===== config.mk =====
export PLATFORM = sky130hd
export DESIGN_NAME = lockin_demod
export DESIGN_NICKNAME = d
export VERILOG_FILES = /design/src/rtl/lockin_demod.sv
export SDC_FILE = /design/constraint.sdc
export NUM_CORES = 2
export LEC_CHECK = 0
export CORE_MARGIN = 2
export CORE_UTILIZATION = 45
export CTS_CLUSTER_SIZE = 12
export DETAILED_ROUTE_END_ITERATION = 10
export MAX_ROUTING_LAYER = met4
export PLACE_DENSITY = 0.67
export SLEW_MARGIN = 0
export SYNTH_ARGS = -nofsm -noshare
export SYNTH_HDL_FRONTEND = slang
export SYNTH_SLANG_ARGS = --single-unit

===== constraint.sdc =====
create_clock -name clk -period 23.2 [get_ports clk]
set_clock_uncertainty 0.2 [all_clocks]
set_input_delay 3.48 -clock clk [delete_from_list [all_inputs] [get_ports clk]]
set_output_delay 3.48 -clock clk [all_outputs]
set_load 0.1 [all_outputs]

===== src/rtl/lockin_demod.sv =====
// Dual-phase lock-in demodulator: multiplies audio by DDFS cos/sin references,
// boxcar-integrates 2^N_LOG2 products and dumps the averaged I/Q pair.
// Optional build macro: LOCKIN_ROUND_EN (round-half-up on dump instead of truncation).
module lockin_demod #(
   parameter int unsigned AUDIO_W  = 24,
   parameter int unsigned LUT_BITS = 18,
   parameter int unsigned N_LOG2   = 10
) (
   input  logic                                 clk,
   input  logic                                 reset_n,
   input  logic                                 run,
   input  logic                                 ref_valid,
   input  logic signed [LUT_BITS-1:0]           ref_cos,
   input  logic signed [LUT_BITS-1:0]           ref_sin,
   input  logic signed [AUDIO_W-1:0]            audio_in,
   output logic signed [AUDIO_W+LUT_BITS-1:0]   i_out,
   output logic signed [AUDIO_W+LUT_BITS-1:0]   q_out,
   output logic                                 out_valid,
   output logic                                 busy
);

   localparam int unsigned PW     = AUDIO_W + LUT_BITS;
   localparam int unsigned AW     = PW + N_LOG2;
   localparam int unsigned CNT_W  = (N_LOG2 == 0) ? 1 : N_LOG2;
   localparam int unsigned RND_SH = (N_LOG2 == 0) ? 0 : N_LOG2 - 1;

   localparam logic [CNT_W-1:0] CNT_LAST =
      (N_LOG2 == 0) ? '0 : CNT_W'((64'd1 << N_LOG2) - 64'd1);
   localparam logic signed [AW-1:0] RND =
      (N_LOG2 == 0) ? '0 : (AW'(1) << RND_SH);

   typedef enum logic {IDLE = 1'b0, ACCUM = 1'b1} state_t;

   state_t                 state_q, state_d;
   logic                   v1_q, v1_d;
   logic signed [PW-1:0]   p_i_q, p_i_d, p_q_q, p_q_d;
   logic signed [AW-1:0]   acc_i_q, acc_i_d, acc_q_q, acc_q_d;
   logic [CNT_W-1:0]       cnt_q, cnt_d;
   logic                   dump_q, dump_d;
   logic signed [PW-1:0]   i_out_q, i_out_d, q_out_q, q_out_d;
   logic                   out_valid_q, out_valid_d;
   logic                   busy_q, busy_d;
   logic signed [AW-1:0]   acc_i_rnd, acc_q_rnd;

   // Next-state, datapath and registered-output logic.
   always_comb begin
      state_d     = state_q;
      v1_d        = 1'b0;
      p_i_d       = p_i_q;
      p_q_d       = p_q_q;
      acc_i_d     = acc_i_q;
      acc_q_d     = acc_q_q;
      cnt_d       = cnt_q;
      dump_d      = 1'b0;
      i_out_d     = i_out_q;
      q_out_d     = q_out_q;
      out_valid_d = 1'b0;
      busy_d      = busy_q;
      acc_i_rnd   = acc_i_q;
      acc_q_rnd   = acc_q_q;

`ifdef LOCKIN_ROUND_EN
      acc_i_rnd = acc_i_q + RND;
      acc_q_rnd = acc_q_q + RND;
`endif

      state_d = run ? ACCUM : IDLE;
      busy_d  = run;

      // Stage 1: full-precision products, only while accumulating.
      if (ref_valid && run && (state_q == ACCUM)) begin
         v1_d  = 1'b1;
         p_i_d = PW'(audio_in) * PW'(ref_cos);
         p_q_d = PW'(audio_in) * PW'(ref_sin);
      end

      // Stage 2: a dropped run aborts the block and discards the in-flight product.
      if (!run) begin
         acc_i_d = '0;
         acc_q_d = '0;
         cnt_d   = '0;
      end else if (v1_q) begin
         if (cnt_q == '0) begin
            acc_i_d = AW'(p_i_q);
            acc_q_d = AW'(p_q_q);
         end else begin
            acc_i_d = acc_i_q + AW'(p_i_q);
            acc_q_d = acc_q_q + AW'(p_q_q);
         end
         cnt_d  = (cnt_q == CNT_LAST) ? '0 : cnt_q + CNT_W'(1);
         dump_d = (cnt_q == CNT_LAST);
      end

      // Dump reads the finished accumulator while the next block loads over it.
      if (run && dump_q) begin
         i_out_d     = PW'(acc_i_rnd >>> N_LOG2);
         q_out_d     = PW'(acc_q_rnd >>> N_LOG2);
         out_valid_d = 1'b1;
      end
   end

   always_ff @(posedge clk) begin
      if (!reset_n) begin
         state_q     <= IDLE;
         v1_q        <= 1'b0;
         p_i_q       <= '0;
         p_q_q       <= '0;
         acc_i_q     <= '0;
         acc_q_q     <= '0;
         cnt_q       <= '0;
         dump_q      <= 1'b0;
         i_out_q     <= '0;
         q_out_q     <= '0;
         out_valid_q <= 1'b0;
         busy_q      <= 1'b0;
      end else begin
         state_q     <= state_d;
         v1_q        <= v1_d;
         p_i_q       <= p_i_d;
         p_q_q       <= p_q_d;
         acc_i_q     <= acc_i_d;
         acc_q_q     <= acc_q_d;
         cnt_q       <= cnt_d;
         dump_q      <= dump_d;
         i_out_q     <= i_out_d;
         q_out_q     <= q_out_d;
         out_valid_q <= out_valid_d;
         busy_q      <= busy_d;
      end
   end

   assign i_out     = i_out_q;
   assign q_out     = q_out_q;
   assign out_valid = out_valid_q;
   assign busy      = busy_q;

endmodule

Yosys cells after proc, flatten, opt, wreduce, memory -nomap -nowiden:

Cells that the tools add are included.

* bits in registers: 287
* input bits: 64
* output and inout bits: 86
* logic and storage cells: 30

* add/sub/neg operators: 3
* multipliers: 2
* equality and inequality tests: 1
* mux-type cells: 6
* reductions and logical operators: 6

Operator list (count)
* adder 52 x 42 -> 52 bit: 2
* two-way mux 52 bit: 2
* multiplier 24 x 18 -> 42 bit: 2
* adder 10 x 1 -> 10 bit, second input constant: 1
* == test 10 bit, second input constant: 1
* logical NOT 10 bit: 1
* two-way mux 10 bit: 1
* logical AND 1 bit: 3
* two-way mux 1 bit: 3
* AND reduction 3 bit: 1
* AND reduction 2 bit: 1

Longest topological paths before layout:

* word-level depth: 3
* gate-level depth with buffers: 28

Least setup slack after synthesis:

OpenSTA, ideal clock, no wires.

* path kind: input to register
* start point: in audio_in[18]
* end point: reg p_i_q[40]
* library setup time: 0.125 ns
* arrival: 9.444 ns
* data required time: 22.875 ns
* setup slack: 13.431 ns
* stages: 22
* buffers on the path: 2
* cells stage by stage: clkbuf_1 clkbuf_1 nand2_1 fa_1 fa_1 fa_1 inv_1 fa_1 fa_1 fa_1 ha_1 a21o_1 a21o_1 a221o_1 a41o_1 a221o_1 a21oi_2 o221ai_2 a31oi_4 o21ai_2 xnor2_1 o21ai_1

* cells in the longest elaborated chain, start to end: 1

Ends and longest elaborated chain
* start: declaration: RTL line 15 `input logic signed [AUDIO_W-1:0] audio_in,`
* multiplier 24 x 18 -> 42 bit: RTL line 73 `p_i_d = PW'(audio_in) * PW'(ref_cos);`
* end signal: assignment: RTL line 119 `p_i_q <= p_i_d;`
* end: declaration: RTL line 36 `logic signed [PW-1:0] p_i_q, p_i_d, p_q_q, p_q_d;`

Every way passes these cells.
A chain may end at the register's enable or synchronous reset.

Worst setup path after layout:

* start point: in ref_sin[17]
* end point: reg p_q_q[41]

* cells in the longest elaborated chain, start to end: 1

Ends and longest elaborated chain
* start: declaration: RTL line 14 `input logic signed [LUT_BITS-1:0] ref_sin,`
* multiplier 24 x 18 -> 42 bit: RTL line 74 `p_q_d = PW'(audio_in) * PW'(ref_sin);`
* end signal: assignment: RTL line 120 `p_q_q <= p_q_d;`
* end: declaration: RTL line 36

Every way passes these cells.

==> results_dict.tcl <==
set metrics [dict create \
    outcome "finished clean" \
    synth.area.mux_share 0.00194 \
    grt_setup_unrepaired "no" \
    cts_made_buffers 30 \
    synth.yosys.seq_area_share 0.122 \
    die-height_um 327 \
    synth-adder-area-share 0.446 \
    synth_seq_cells 286 \
    timing.max_cap.violations 0 \
    cts.sink_count 286 \
    antenna_found_initial 5 \
    drive_above_1_share 0.0246 \
    num_vias 37400 \
    cts_resized 0 \
    place.detailed.hpwl_um 95400 \
    capturing_element_type_of_the_critical_path "register" \
    drt_iter0_drc 2425 \
    timing.critical_path.fanout_max 19 \
    ctsHtreeMaxLevel 1 \
    drt-vias-per-instance 5.38 \
    grt_start_max_net_pins 87 \
    setup-violations-final 0 \
    syn_area_um2 47000 \
    yosys.area_share.simple 0.172 \
    synthDominantCellAreaShare 0.363 \
    synthesis.yosys.warnings 0 \
    synth_nets 6860 \
    coreArea_um2 103000 \
    setup.worst_path.start_class "primary input" \
    routabilityCongestion 0.926 \
    tritoncts_clock_tree "done" \
    area_delta_synth_final_pct 7.05 \
    synthesis.instances 5630 \
    yosysMostFrequentCell "sky130_fd_sc_hd__nand2_1" \
    number_of_primary_i_o_pins 150 \
    critical_path_required_ns 23.43 \
    async_flop_share 0 \
    synth.avg_cell_area_um2 8.35 \
    clk_root_buffer_cell "sky130_fd_sc_hd__clkbuf_16" \
    clock_path_buffers 3 \
    worst_slew_margin_rel 0.166 \
    global_route.overflow_total 0 \
    r2r_start "p_q_q[0]" \
    report.final.slew_viol_count 0 \
    routed_wire_length_um 125000 \
    synth_area_leaders "sky130_fd_sc_hd__fa_1, sky130_fd_sc_hd__dfxtp_1, sky130_fd_sc_hd__ha_1" \
    fin_setup_tns_ns 0 \
    dominantRegCellSynth "sky130_fd_sc_hd__dfxtp_1" \
    postCtsSetupBuffers 0 \
    post_synth_edffs 0 \
    crit_arrival_ns 10.90 \
    nets 6777 \
    post_cts_hold_buffer_count 0 \
    final_min_period_over_clock_period 0.460 \
    synth-compound-area-share 0.120 \
    holdWs_ns 0.252 \
    worstSkewPairLatency_ns 0.58 \
    buffer_ports.inserted 149 \
    period_needed_ns 10.67 \
    clk_pin_slew_ns 0.06 \
    initial_utilization 0.454 \
    timing.hold.worst.start "i_out[30]" \
    yosys.cell_types.count 89 \
    synth_top_family_by_area "adder cells" \
    slew_at_the_pin_closest_to_its_max_slew_limit_ns 1.25 \
    yosysTopAreaCell "sky130_fd_sc_hd__fa_1" \
    setup.worst_path.start "ref_sin[17]" \
    post_synth_xor_area_fraction 0.0324 \
    setup.worst_path.class "in -> reg" \
    synth_commonest_cells "sky130_fd_sc_hd__nand2_1, sky130_fd_sc_hd__inv_1, sky130_fd_sc_hd__fa_1" \
    max_freq_mhz 93.7 \
    via_count_of_the_first_global_routing_pass 38600 \
    first_pass_grt_wire_length_um 206000 \
    route.antenna.remaining_nets 0 \
    wl_per_cell_um 18.0 \
    rows 118 \
    finalHoldViolations 0 \
    dieArea_um2 107000 \
    min-delay-path-class "reg -> reg" \
    detail_route.drc_violations 0 \
    router_iterations_before_antenna_repair 6 \
    die_width_um 327 \
    globalRouteTotalUtil 0.245 \
]
-- cell type report --
class | instances | area (µm²)
fill | 10000 | 53200
multi-input combinational | 4035 | 36400
sequential | 286 | 5730
inverter | 996 | 3740
timing repair buffer | 198 | 1860
tap | 1380 | 1730
clock buffer | 43 | 861
clock inverter | 5 | 31.3
antenna | 4 | 10.0
-- worst paths after layout --
check                      to  slack [ns]  depth (start not counted)
setup / recovery    p_q_q[41]       12.53                         23
hold / removal      i_out[30]        0.25                          2
setup reg to reg  acc_q_q[44]       19.39                         14
hold reg to reg     i_out[30]        0.25                          2
-- cell usage in the layout (no fill, tap or decap), drive strengths merged, types with 7 or more instances in the layout --
cell type	count
a2111oi	7
a211o	7
a211oi	35
a21boi	15
a21o	89
a21oi	352
a311oi	40
a31oi	35
and2	310
and3	25
buf	49
clkbuf	43
clkdlybuf4s50	149
dfxtp	286
fa	852
ha	314
inv	995
mux2i	8
nand2	1005
nand2b	38
nand3	46
nand4	27
nor2	233
nor2b	25
nor3	35
nor4	11
o211ai	17
o21a	19
o21ai	181
o21bai	21
o221ai	7
o31ai	12
or3	9
xnor2	98
xor2	76
-- layer usage --
layer,vias up,GRT usage,share of wire
li1,17300,-,-
met1,18700,0.347,0.47
met2,1189,0.377,0.44
met3,167,0.0324,0.068
met4,0,0.0497,0.020
met5,-,-,0
-- state kept, by name, summed over array words and instances, names as in the netlist --
signal and flops:
dump_q 1, cnt_q 10, state_q 1, out_valid 1
acc_q_q 52, q_out 42, v1_q 1, acc_i_q 52
p_i_q 42, i_out 42, p_q_q 42
-- stage by stage --
step	util	cell area, µm²	cells	setup slack, ns
after floorplan	-	47000	5630	13.43
after global placement	0.477	49400	6895	12.19
after detailed placement	0.477	49400	6895	12.07
after CTS	0.486	50300	6943	12.67
after global routing	0.486	50300	6946	12.16
final	0.486	50300	6947	12.53
-- cell families (layout without fill, tap and decap cells) --
family,Yosys count,in the layout
and+or+nand+nor,1795,1795
buffers and inverters,1309,1242
adders and majority gates,1166,1166
AOI/OAI and AO/OA,891,891
DFF,286,286
xor gates and xnor gates,174,174
muxes,9,9
other,0,4
-- worst max-delay path, stage by stage --
cell and delay, ns:
sky130_fd_sc_hd__clkdlybuf4s50_1 0.87, sky130_fd_sc_hd__clkinv_1 0.70, sky130_fd_sc_hd__nor2_1 0.30, sky130_fd_sc_hd__fa_1 0.46
sky130_fd_sc_hd__fa_1 0.51, sky130_fd_sc_hd__fa_1 0.43, sky130_fd_sc_hd__fa_1 0.47, sky130_fd_sc_hd__fa_1 0.49
sky130_fd_sc_hd__inv_1 0.05, sky130_fd_sc_hd__fa_1 0.50, sky130_fd_sc_hd__inv_1 0.06, sky130_fd_sc_hd__ha_1 0.37
sky130_fd_sc_hd__a21o_1 0.21, sky130_fd_sc_hd__a21o_1 0.17, sky130_fd_sc_hd__a21o_1 0.19, sky130_fd_sc_hd__a21o_1 0.20
sky130_fd_sc_hd__nor2_1 0.13, sky130_fd_sc_hd__a21oi_1 0.15, sky130_fd_sc_hd__a21o_1 0.25, sky130_fd_sc_hd__o41ai_1 0.50
sky130_fd_sc_hd__o21ai_1 0.15, sky130_fd_sc_hd__xnor2_1 0.17, sky130_fd_sc_hd__a21oi_1 0.08
Power is left out: the tool's default activity adds up to more than one toggle a clock period on the data nets, which glitch-free logic cannot reach.
